File: config.mk
export PLATFORM = sky130hd
export DESIGN_NAME = fwd_hazard_unit
export DESIGN_NICKNAME = d
export VERILOG_FILES = /design/src/rtl/hazard_pkg.sv /design/src/rtl/hazard_src_match.sv /design/src/rtl/fwd_hazard_unit.sv
export SDC_FILE = /design/constraint.sdc
export NUM_CORES = 1
export LEC_CHECK = 0
export CORE_MARGIN = 2
export CORE_UTILIZATION = 35
export CTS_BUF_LIST = sky130_fd_sc_hd__clkbuf_4 sky130_fd_sc_hd__clkbuf_8
export CTS_CLUSTER_SIZE = 20
export DETAILED_ROUTE_END_ITERATION = 10
export PLACE_DENSITY = 0.88
export SYNTH_ARGS = -nofsm -noshare
export SYNTH_HDL_FRONTEND = slang
export SYNTH_SLANG_ARGS = --single-unit
File: constraint.sdc
create_clock -name clk -period 2 [get_ports clk]
set_clock_uncertainty 0.15 [all_clocks]
set_input_delay 0.2 -clock clk [delete_from_list [all_inputs] [get_ports clk]]
set_output_delay 0.2 -clock clk [all_outputs]
set_load 0.005 [all_outputs]
File: src/rtl/hazard_pkg.sv
// hazard_pkg: select encodings, writer-entry type and clog2 helper for the hazard unit.
// Entry fields are sized for the widest supported build (REG_W<=8, NUM_FWD<=4).
package hazard_pkg;
    localparam int FWD_SEL_RF    = 0;
    localparam int FWD_SEL_EXMEM = 1;
    localparam int FWD_SEL_MEMWB = 2;
    localparam int MAX_REG_W     = 8;
    localparam int MAX_SEL_W     = 3;

    typedef struct packed {
        logic                 valid;
        logic [MAX_REG_W-1:0] rd;
        logic [MAX_SEL_W-1:0] ready_stage;
    } wr_entry_t;

    function automatic int clog2(input int v);
        int r;
        r = 0;
        while ((1 << r) < v) r++;
        return r;
    endfunction
endpackage

File: src/rtl/hazard_src_match.sv
// hazard_src_match: youngest-writer match for one source operand, giving hazard or bypass select.
module hazard_src_match
    import hazard_pkg::*;
#(
    parameter int NUM_FWD = 2,
    parameter int REG_W   = 5,
    parameter int SEL_W   = clog2(NUM_FWD + 1)
) (
    input  logic [REG_W-1:0]             i_rs,
    input  logic                         i_used,
    input  wr_entry_t [NUM_FWD-1:0]      i_e,
    output logic                         o_hazard,
    output logic [SEL_W-1:0]             o_sel
);
    logic w_found;

    // Scan from EX outward; the first hit shadows any older writer of the same register.
    always_comb begin
        w_found  = 1'b0;
        o_hazard = 1'b0;
        o_sel    = SEL_W'(FWD_SEL_RF);
        for (int k = 0; k < NUM_FWD; k++) begin
            if (!w_found && i_e[k].valid && i_used && (i_rs != '0) &&
                (i_e[k].rd == MAX_REG_W'(i_rs))) begin
                w_found = 1'b1;
                if (int'(i_e[k].ready_stage) > k) o_hazard = 1'b1;
                else o_sel = SEL_W'(k + 1);
            end
        end
    end
endmodule

File: src/rtl/fwd_hazard_unit.sv
// fwd_hazard_unit: operand forwarding selects and load-use stall with an in-flight writer window.
// Optional perf counters enabled by defining HAZARD_PERF_CNT_EN.
module fwd_hazard_unit
    import hazard_pkg::*;
#(
    parameter int NUM_SRC = 2,
    parameter int NUM_FWD = 2,
    parameter int REG_W   = 5,
    parameter int SEL_W   = clog2(NUM_FWD + 1)
) (
    input  logic                     clk,
    input  logic                     rst_n,
    input  logic                     id_valid,
    input  logic [NUM_SRC*REG_W-1:0] id_rs,
    input  logic [NUM_SRC-1:0]       id_rs_used,
    input  logic [REG_W-1:0]         id_rd,
    input  logic                     id_regwrite,
    input  logic [SEL_W-1:0]         id_ready_stage,
    input  logic                     pipe_hold,
    input  logic                     flush,
    output logic                     stall,
    output logic [NUM_SRC*SEL_W-1:0] fwd_sel,
    output logic [31:0]              perf_stall_cnt,
    output logic [31:0]              perf_fwd_cnt
);
    wr_entry_t [NUM_FWD-1:0] r_e;
    logic [NUM_SRC*SEL_W-1:0] r_fwd_sel;
    logic [NUM_SRC*SEL_W-1:0] w_sel;
    logic [NUM_SRC-1:0]       w_haz;
    logic                     w_issue;
    wr_entry_t                w_new;

    for (genvar i = 0; i < NUM_SRC; i++) begin : g_src
        hazard_src_match #(.NUM_FWD(NUM_FWD), .REG_W(REG_W), .SEL_W(SEL_W)) u_match (
            .i_rs    (id_rs[i*REG_W +: REG_W]),
            .i_used  (id_rs_used[i]),
            .i_e     (r_e),
            .o_hazard(w_haz[i]),
            .o_sel   (w_sel[i*SEL_W +: SEL_W])
        );
    end

    assign stall   = id_valid & ~flush & (|w_haz);
    assign w_issue = id_valid & ~stall & ~flush & ~pipe_hold;
    assign fwd_sel = r_fwd_sel;
    // rd==x0 never creates a producer, so the regfile path stays selected for it.
    assign w_new   = (w_issue && id_regwrite && id_rd != '0) ?
                     '{valid: 1'b1, rd: MAX_REG_W'(id_rd), ready_stage: MAX_SEL_W'(id_ready_stage)} :
                     '0;

    always_ff @(posedge clk or negedge rst_n) begin
        if (!rst_n) begin
            r_e       <= '0;
            r_fwd_sel <= '0;
        end else if (!pipe_hold) begin
            r_e[0]    <= w_new;
            for (int k = 1; k < NUM_FWD; k++) r_e[k] <= r_e[k-1];
            r_fwd_sel <= w_issue ? w_sel : '0;
        end
    end

`ifdef HAZARD_PERF_CNT_EN
    logic [31:0] r_stall_cnt;
    logic [31:0] r_fwd_cnt;
    logic [31:0] w_nz;
    logic [32:0] w_fwd_sum;

    always_comb begin
        w_nz = '0;
        for (int i = 0; i < NUM_SRC; i++)
            if (w_sel[i*SEL_W +: SEL_W] != '0) w_nz = w_nz + 32'd1;
    end

    assign w_fwd_sum = {1'b0, r_fwd_cnt} + {1'b0, w_nz};

    always_ff @(posedge clk or negedge rst_n) begin
        if (!rst_n) begin
            r_stall_cnt <= '0;
            r_fwd_cnt   <= '0;
        end else if (!pipe_hold) begin
            if (stall && r_stall_cnt != 32'hFFFF_FFFF) r_stall_cnt <= r_stall_cnt + 32'd1;
            if (w_issue) r_fwd_cnt <= w_fwd_sum[32] ? 32'hFFFF_FFFF : w_fwd_sum[31:0];
        end
    end

    assign perf_stall_cnt = r_stall_cnt;
    assign perf_fwd_cnt   = r_fwd_cnt;
`else
    assign perf_stall_cnt = '0;
    assign perf_fwd_cnt   = '0;
`endif
endmodule

==> results of run 1 <==
sequential cells by signal, indices dropped and copies added (netlist names):
| name | cells |
|---|---|
| r_e | 15 |
| fwd_sel | 4 |
cell families after synthesis:
logic type / synth area share
AO/OA/AOI/OAI: 0.0864
XOR/XNOR: 0.111
flip-flops: 0.301
multiplexers: 0.0500
AND/OR/NAND/NOR: 0.132
buffers and inverters: 0.316
other: 0.00238
stage by stage:
step	total power, mW	util	worst slack, ps	setup TNS, ps
global route	0.932	0.468	-516	-3700
CTS	0.891	0.460	-427	-1600
finish	0.898	0.468	-411	-2260
detailed placement	0.608	0.426	-1000	-6870
global placement	0.601	0.426	-976	-6590
floorplan	0.594	-	11.3	0
path summary, 6_finish.rpt:
check / startpoint / to / slack, ps / depth (start not counted)
worst max-delay path: r_e[18] / stall / -410 / 7
worst min-delay path: rst_n / r_e[13] / 120 / 2
worst max register to register: r_e[17] / r_e[0] / -230 / 8
worst min register to register: fwd_sel[3] / fwd_sel[3] / 360 / 2
max in group asynchronous: rst_n / r_e[18] / 1370 / 2
min in group clk: id_ready_stage[0] / r_e[0] / 350 / 3
layout make-up:
| cell class | count | area, um^2 |
|---|---|---|
| clock buffer | 4 | 48.8 |
| fill | 404 | 2320 |
| inverter | 2 | 7.51 |
| multi-input combinational | 150 | 942 |
| sequential | 19 | 475 |
| tap | 52 | 65.1 |
| timing repair buffer | 57 | 498 |
timing repair:
item | 4_1_cts | 5_1_grt
cloned | 1 | 0
resized for setup | 23 | 9
pin swaps | 19 | 14
endpoints found under the setup margin | 13 | 13
setup buffers | 7 | 1
report_power, final:
part / leakage, nW / switching (mW) / internal, mW
combinational: 0.688 / 0.0998 / 0.100
sequential: 0.261 / 0.0146 / 0.397
clock: 0.0262 / 0.130 / 0.156
cell usage after synthesis (7+ instances only):
cell / number / area, um^2
buf_4: 64 / 480
dfrtp_1: 19 / 475
mux2_2: 7 / 78.8
nand2_1: 14 / 52.6
nand3_1: 9 / 45.0
o21ai_1: 9 / 45.0
xnor2_1: 12 / 105
xor2_1: 8 / 70.1
layer usage:
metal,GRT usage,up-vias,part of all wire
met5,0,-,0
met4,0.0545,0,0.024
met3,0.0399,7,0.096
met2,0.251,68,0.53
met1,0.127,547,0.35
li1,-,566,-
==> results.json, run 1 <==
{
  "status": "finished, violations left",
  "violations": "negative setup slack",
  "hpwl_mm": 2.62,
  "layout_commonest_cell": "conb_1",
  "clk_pin_slew_ps": 70,
  "syn_inst": 174,
  "via_per_inst": 4.18,
  "ys_warn_count": 0,
  "path_max_fanout": 3,
  "syn_avg_cell_area_um2": 9.07,
  "initial_core_util": 0.362,
  "num_vias": 1188,
  "grt_pass1_vias": 1196,
  "critical_path.max_stage_delay_ps": 410,
  "synth_edf_count": 0,
  "p_leak_nw": 0.976,
  "fin_crit_ps": 2410,
  "syn_area_mm2": 0.00158,
  "grt-ovfl-total": 0,
  "setup_violations": 11,
  "cts.sinks": 19,
  "max_freq_mhz": 415,
  "cts.htree.levels": 1,
  "synthFlopType": "dfrtp_1",
  "post-route-cell-area_mm2": 0.00204,
  "cp_num_buf_inv": 1,
  "final_max_slew_viol_count": 0,
  "cts_made_buffers": 3,
  "start_kind": "flop",
  "drt_iter0_drc": 38,
  "clock_latency_ps": 260,
  "grt_max_degree": 20,
  "layout_common_cells": "conb_1 (64), buf_4 (25), dfrtp_1 (19)",
  "worst_path_dominant_cell_family": "simple AND/OR/NAND/NOR gates",
  "io_buffers": 29,
  "syn_to_final_growth_pct": 29.1,
  "synth_cell_types": 30,
  "fin_nets": 258,
  "drive_gt1_frac": 0.267,
  "drc": 0,
  "worst_setup_path_end_kind": "primary output",
  "first_pass_iters": 4,
  "powerDensity_mw_per_mm2": 441,
  "async_flop_share": 1.00,
  "std_cell_rows": 24,
  "detail-route-antenna-nets": 0,
  "finalWirelength_mm": 3.44,
  "fin_ws_ps": -411,
  "cp_cell_sequence": "xor2_1 > nor4_2 > nand3_1 > or3_4 > a21bo_2 > a21oi_2 > buf_2",
  "io_pins": 94,
  "grt_antenna_before_repair": 0,
  "globalRouteTotalUtil": 0.131,
  "critPathKind": "flop to primary output",
  "die_w_um": 71.1,
  "die-area_mm2": 0.00506,
  "routedWlPerCell_um": 12.1,
  "diodes": 0,
  "synth_seq_area_share": 0.301,
  "die_height_um": 71.1,
  "rsz0062_at_grt": "true",
  "hold_slack_ps": 121,
  "placedInstanceArea_mm2": 0.00185,
  "vdd_drop_max_mv": 0.168,
  "hold_buffers": 0,
  "hold_viol": 0,
  "coreArea_mm2": 0.00435,
  "slowest_stage": "dfrtp_1",
  "crit_required_ps": 1650,
  "clockBufferDepth": 2,
  "placedCellCount": 272,
  "drv_cap": 0,
  "ys_seq_elements": 19,
  "place_congestion": 0.841,
  "crit_arrival_ps": 2060,
  "cts-root-buf": "clkbuf_8",
  "cts_tree": "built",
  "hold_path_class": "input port to asynchronous set/reset pin",
  "min_period_over_period": 1.21,
  "post_layout_nonfiller_instances": 284,
  "grt_pass1_wl_mm": 5.15
}
No activity file was read; power rests on OpenSTA's default activity.
==> run 2: changes to the inputs <==
--- a/config.mk
+++ b/config.mk
@@ -5,6 +5,7 @@
 export SDC_FILE = /design/constraint.sdc
 export NUM_CORES = 1
 export LEC_CHECK = 0
+export CORE_ASPECT_RATIO = 0.8
 export CORE_MARGIN = 2
 export CORE_UTILIZATION = 35
 export CTS_BUF_LIST = sky130_fd_sc_hd__clkbuf_4 sky130_fd_sc_hd__clkbuf_8
==> run 2 against run 1 <==
Net effect: the run still ends with negative setup slack left; utilization shrank 0.16 points; via count is 1.8% lower; fmax is 2.6% lower; design area fell by 2.6%; count of clock-buffer cells in the layout stayed put; total power shrank 0.78%; sequential power about the same; register-to-register slack worse by 20 ps; sequential cell count unchanged; critical path depth unchanged; routed wire length shrank 2.8%; clock power about the same.
==> results.json, run 2 (same netlist as run 1, synthesis figures left out) <==
{
  "status": "finished, violations left",
  "violations": "negative setup slack",
  "min_period_over_period": 1.24,
  "globalRouteTotalUtil": 0.128,
  "post_layout_nonfiller_instances": 285,
  "num_vias": 1167,
  "vdd_drop_max_mv": 0.183,
  "place_congestion": 0.785,
  "crit_end": "stall",
  "diodes": 0,
  "crit_required_ps": 1650,
  "die_w_um": 79.1,
  "initial_core_util": 0.371,
  "final_max_slew_viol_count": 0,
  "hold_buffers": 0,
  "p_leak_nw": 0.957,
  "max_freq_mhz": 404,
  "io_pins": 94,
  "post-route-util": 0.466,
  "clk_pin_slew_ps": 70,
  "grt_antenna_before_repair": 0,
  "cts_made_buffers": 3,
  "start_kind": "flop",
  "cts-root-buf": "clkbuf_8",
  "syn_to_final_growth_pct": 25.8,
  "std_cell_rows": 21,
  "io_buffers": 29,
  "die_height_um": 64.1,
  "worstSetupStartpoint": "r_e[19]",
  "first_pass_iters": 4,
  "drive_gt1_frac": 0.254,
  "crit_arrival_ps": 2120,
  "path_max_fanout": 3,
  "die-area_mm2": 0.00506,
  "hpwl_mm": 2.56,
  "grt_pass1_vias": 1073,
  "placedCellCount": 274,
  "largest_reg_flops": 15,
  "clockBufferDepth": 2,
  "reg2reg_from": "r_e[19]",
  "fin_setup_tns_ps": -2740,
  "clock_latency_ps": 260,
  "cts.sinks": 19,
  "cts.htree.levels": 1,
  "hold_viol": 0,
  "finalWirelength_mm": 3.34,
  "critPathKind": "flop to primary output",
  "reg2reg_to": "r_e[5]",
  "grt-ovfl-total": 0,
  "hold_path_class": "input port to asynchronous set/reset pin",
  "fin_nets": 254,
  "cp_cell_sequence": "xor2_1 > nor4_1 > nand3_1 > or3_4 > a21bo_2 > a21oi_2 > buf_2",
  "detail-route-antenna-nets": 0,
  "drc": 0,
  "coreArea_mm2": 0.00426,
  "slowest_stage": "dfrtp_1",
  "ff2ff_setup_slack_ps": -250,
  "rsz0062_at_grt": "true",
  "drt_iter0_drc": 28,
  "critical_path.max_stage_delay_ps": 420,
  "grt_max_degree": 20,
  "top_register": "r_e",
  "grt_pass1_wl_mm": 5.02,
  "cp_num_buf_inv": 1,
  "fin_ws_ps": -474,
  "fin_crit_ps": 2470,
  "cp.depth": 7,
  "setup_violations": 11,
  "powerDensity_mw_per_mm2": 449,
  "reg2regPathDepth": 8,
  "hold_slack_ps": 139,
  "routedWlPerCell_um": 11.7,
  "via_per_inst": 4.09,
  "layout_commonest_cell": "conb_1",
  "cts_tree": "built",
  "layout_common_cells": "conb_1 (64), buf_4 (22), dfrtp_1 (19), clkdlybuf4s50_1 (19), nand2_1 (14)",
  "worst_path_dominant_cell_family": "simple AND/OR/NAND/NOR gates",
  "worst_setup_path_end_kind": "primary output",
  "drv_cap": 0,
  "fillers": 417
}
-- run 2: worst min-delay path by stage --
| stage | startpoint | end | slack [ps] | cells after the start |
|---|---|---|---|---|
| after floorplan | rst_n | fwd_sel[0] | -250 | 0 |
| after global placement | fwd_sel[1] | fwd_sel[1] | 320 | 2 |
| after detailed placement | fwd_sel[0] | fwd_sel[0] | 340 | 2 |
| after CTS | rst_n | r_e[18] | 160 | 2 |
| after global routing | rst_n | r_e[18] | 180 | 2 |
| final | rst_n | r_e[18] | 140 | 2 |
-- run 2: timing repair --
item	in CTS	in global routing
pin swaps	15	5
buffers inserted	5	1
setup endpoints to repair	13	13
cloned	1	0
resized for setup	17	11
-- run 2: per-layer routing --
layer,global-route usage,routed length (um),vias to the layer above
li1,-,-,561
met1,0.170,1460,552
met2,0.208,1610,51
met3,0.0226,235,3
met4,0.0453,40,0
met5,0,0,-
-- run 2: through the flow --
| step | cell area (um^2) | power [mW] | worst slack, ps |
|---|---|---|---|
| detailed placement | 1840 | 0.603 | -998 |
| finish | 1980 | 0.891 | -474 |
| floorplan | 1830 | 0.594 | 11.3 |
| global placement | 1840 | 0.598 | -992 |
| global route | 1980 | 0.922 | -590 |
| CTS | 1940 | 0.890 | -456 |
-- run 2: cell type report --
cell class,instances,area (um^2),share of cell area
Sequential cell,19,475,0.240
Multi-Input combinational cell,150,920,0.463
Clock buffer,4,48.8,0.0246
Timing Repair Buffer,53,462,0.233
Inverter,2,7.51,0.00378
Tap cell,57,71.3,0.0359
-- run 2: power by group --
| part | switching (mW) | internal (mW) | leakage [nW] |
|---|---|---|---|
| sequential | 0.0153 | 0.397 | 0.261 |
| combinational | 0.0952 | 0.0953 | 0.670 |
| clock | 0.132 | 0.156 | 0.0262 |
==> run 3: changes to the inputs <==
--- a/config.mk
+++ b/config.mk
@@ -12,6 +12,7 @@
 export CTS_CLUSTER_SIZE = 20
 export DETAILED_ROUTE_END_ITERATION = 10
 export PLACE_DENSITY = 0.88
+export SETUP_SLACK_MARGIN = 0.05
 export SYNTH_ARGS = -nofsm -noshare
 export SYNTH_HDL_FRONTEND = slang
 export SYNTH_SLANG_ARGS = --single-unit
==> run 3 against run 2 <==
Net effect: the run still ends with negative setup slack left; design area up 1.3%; sequential power about the same; global-route usage down 0.27 points; first-iteration DRC count down 18%; routed wire length up 2.4%; final cell count up 0.70%; sequential cell count unchanged; fmax up 0.64%; critical path depth unchanged; largest cell class unchanged; largest power group unchanged.
==> results.json, run 3 (same netlist as run 1, synthesis figures left out) <==
{
  "cts.sinks": 19,
  "drt_iter0_drc": 23,
  "crit_required_ps": 1650,
  "min_period_over_period": 1.23,
  "setup_violations": 11,
  "post_layout_nonfiller_instances": 287,
  "reg2reg_from": "r_e[19]",
  "coreArea_mm2": 0.00426,
  "status": "finished, violations left",
  "drv_cap": 0,
  "clk_pin_slew_ps": 70,
  "initial_core_util": 0.371,
  "top_register": "r_e",
  "die_w_um": 79.1,
  "grt_pass1_wl_mm": 4.88,
  "worst_setup_path_end_kind": "primary output",
  "post-route-cell-area_mm2": 0.00201,
  "std_cell_rows": 21,
  "hpwl_mm": 2.63,
  "place_congestion": 0.739,
  "p_total_mw": 0.885,
  "die-area_mm2": 0.00506,
  "post-place-ws_ps": -1030,
  "via_per_inst": 4.11,
  "syn_to_final_growth_pct": 27.4,
  "powerDensity_mw_per_mm2": 440,
  "fin_crit_ps": 2460,
  "clock_latency_ps": 250,
  "routedWlPerCell_um": 11.9,
  "reg2reg_to": "r_e[11]",
  "cts.htree.levels": 1,
  "critPathKind": "flop to primary output",
  "grt-ovfl-total": 0,
  "largest_reg_flops": 15,
  "max_freq_mhz": 407,
  "fin_ws_ps": -459,
  "globalRouteTotalUtil": 0.125,
  "rsz0062_at_grt": "true",
  "io_buffers": 29,
  "grt_max_degree": 20,
  "cts_tree": "built",
  "cts-root-buf": "clkbuf_8",
  "reg2regPathDepth": 7,
  "worstSetupStartpoint": "r_e[19]",
  "hold_path_class": "input port to asynchronous set/reset pin",
  "detail-route-antenna-nets": 0,
  "drc": 0,
  "path_max_fanout": 3,
  "cts_made_buffers": 3,
  "clockBufferDepth": 2,
  "final_max_slew_viol_count": 0,
  "die_height_um": 64.1,
  "drive_gt1_frac": 0.300,
  "vdd_drop_max_mv": 0.203,
  "grt_pass1_vias": 1035,
  "layout_commonest_cell": "conb_1",
  "start_kind": "flop",
  "p_leak_nw": 0.970,
  "finalWirelength_mm": 3.43,
  "hold_slack_ps": 123,
  "ff2ff_setup_slack_ps": -190,
  "hold_viol": 0,
  "placedInstanceArea_mm2": 0.00185,
  "layout_common_cells": "conb_1 (64), buf_4 (24), dfrtp_1 (18), clkdlybuf4s50_1 (18), nand2_1 (14)",
  "fin_nets": 256,
  "diodes": 0,
  "num_vias": 1180,
  "grt_antenna_before_repair": 0,
  "placedCellCount": 276,
  "crit_arrival_ps": 2110,
  "first_pass_iters": 4,
  "io_pins": 94,
  "violations": "negative setup slack"
}
run 3: cell types whose count changed in the layout (fill, tap and decap cells not counted), moves of 3 or more:
cell / delta
clkbuf_2: +7
o21ai_1: +3
dlygate4sd2_1: -9
o21ai_2: -4
run 3: worst max path at each step:
stage          endpoint  cells after the start
2_1_floorplan     stall                      6
3_3_place_gp      stall                      8
3_5_place_dp      stall                      8
4_1_cts           stall                      7
5_1_grt           stall                      7
6_report          stall                      7
run 3: repair_timing:
action / CTS / global route
gates resized for setup: 21 / 28
hold buffers: 0 / 0
gates cloned: 1 / 0
pin swaps: 19 / 22
buffers inserted: 4 / 5
endpoints found under the setup margin: 13 / 13
run 3: layout make-up:
cell class | instances | area [um^2]
clock buffers | 4 | 48.8
fillers | 401 | 2250
inverters | 2 | 7.51
multi-input cells | 150 | 948
flip-flops and latches | 19 | 477
well taps | 57 | 71.3
repair buffers | 55 | 458
run 3: metal layers:
| layer | vias up | global-route usage | wire length, um |
|---|---|---|---|
| met5 | - | 0 | 0 |
| li1 | 564 | - | - |
| met4 | 0 | 0.0259 | 17 |
| met1 | 561 | 0.173 | 1490 |
| met2 | 53 | 0.202 | 1660 |
| met3 | 2 | 0.0254 | 253 |
run 3: critical path, cell delays in order (launching register included):
cell and delay, ps:
dfrtp_1 420, xor2_1 170, nor4_1 320, nand3_1 120, or3_4 390, a21bo_2 210
a21oi_2 100, buf_2 120
run 3: report_power, final:
part	switching, mW	leakage, nW	total [mW]	internal (mW)
registers	0.0164	0.260	0.414	0.398
clock network	0.122	0.0262	0.277	0.155
logic	0.0977	0.684	0.194	0.0967
run 3: through the flow:
| stage | util | TNS (ps) |
|---|---|---|
| 6_report | 0.472 | -2090 |
| 3_5_place_dp | 0.435 | -7100 |
| 2_1_floorplan | - | 0 |
| 4_1_cts | 0.464 | -3050 |
| 5_1_grt | 0.472 | -3040 |
| 3_3_place_gp | 0.435 | -6520 |
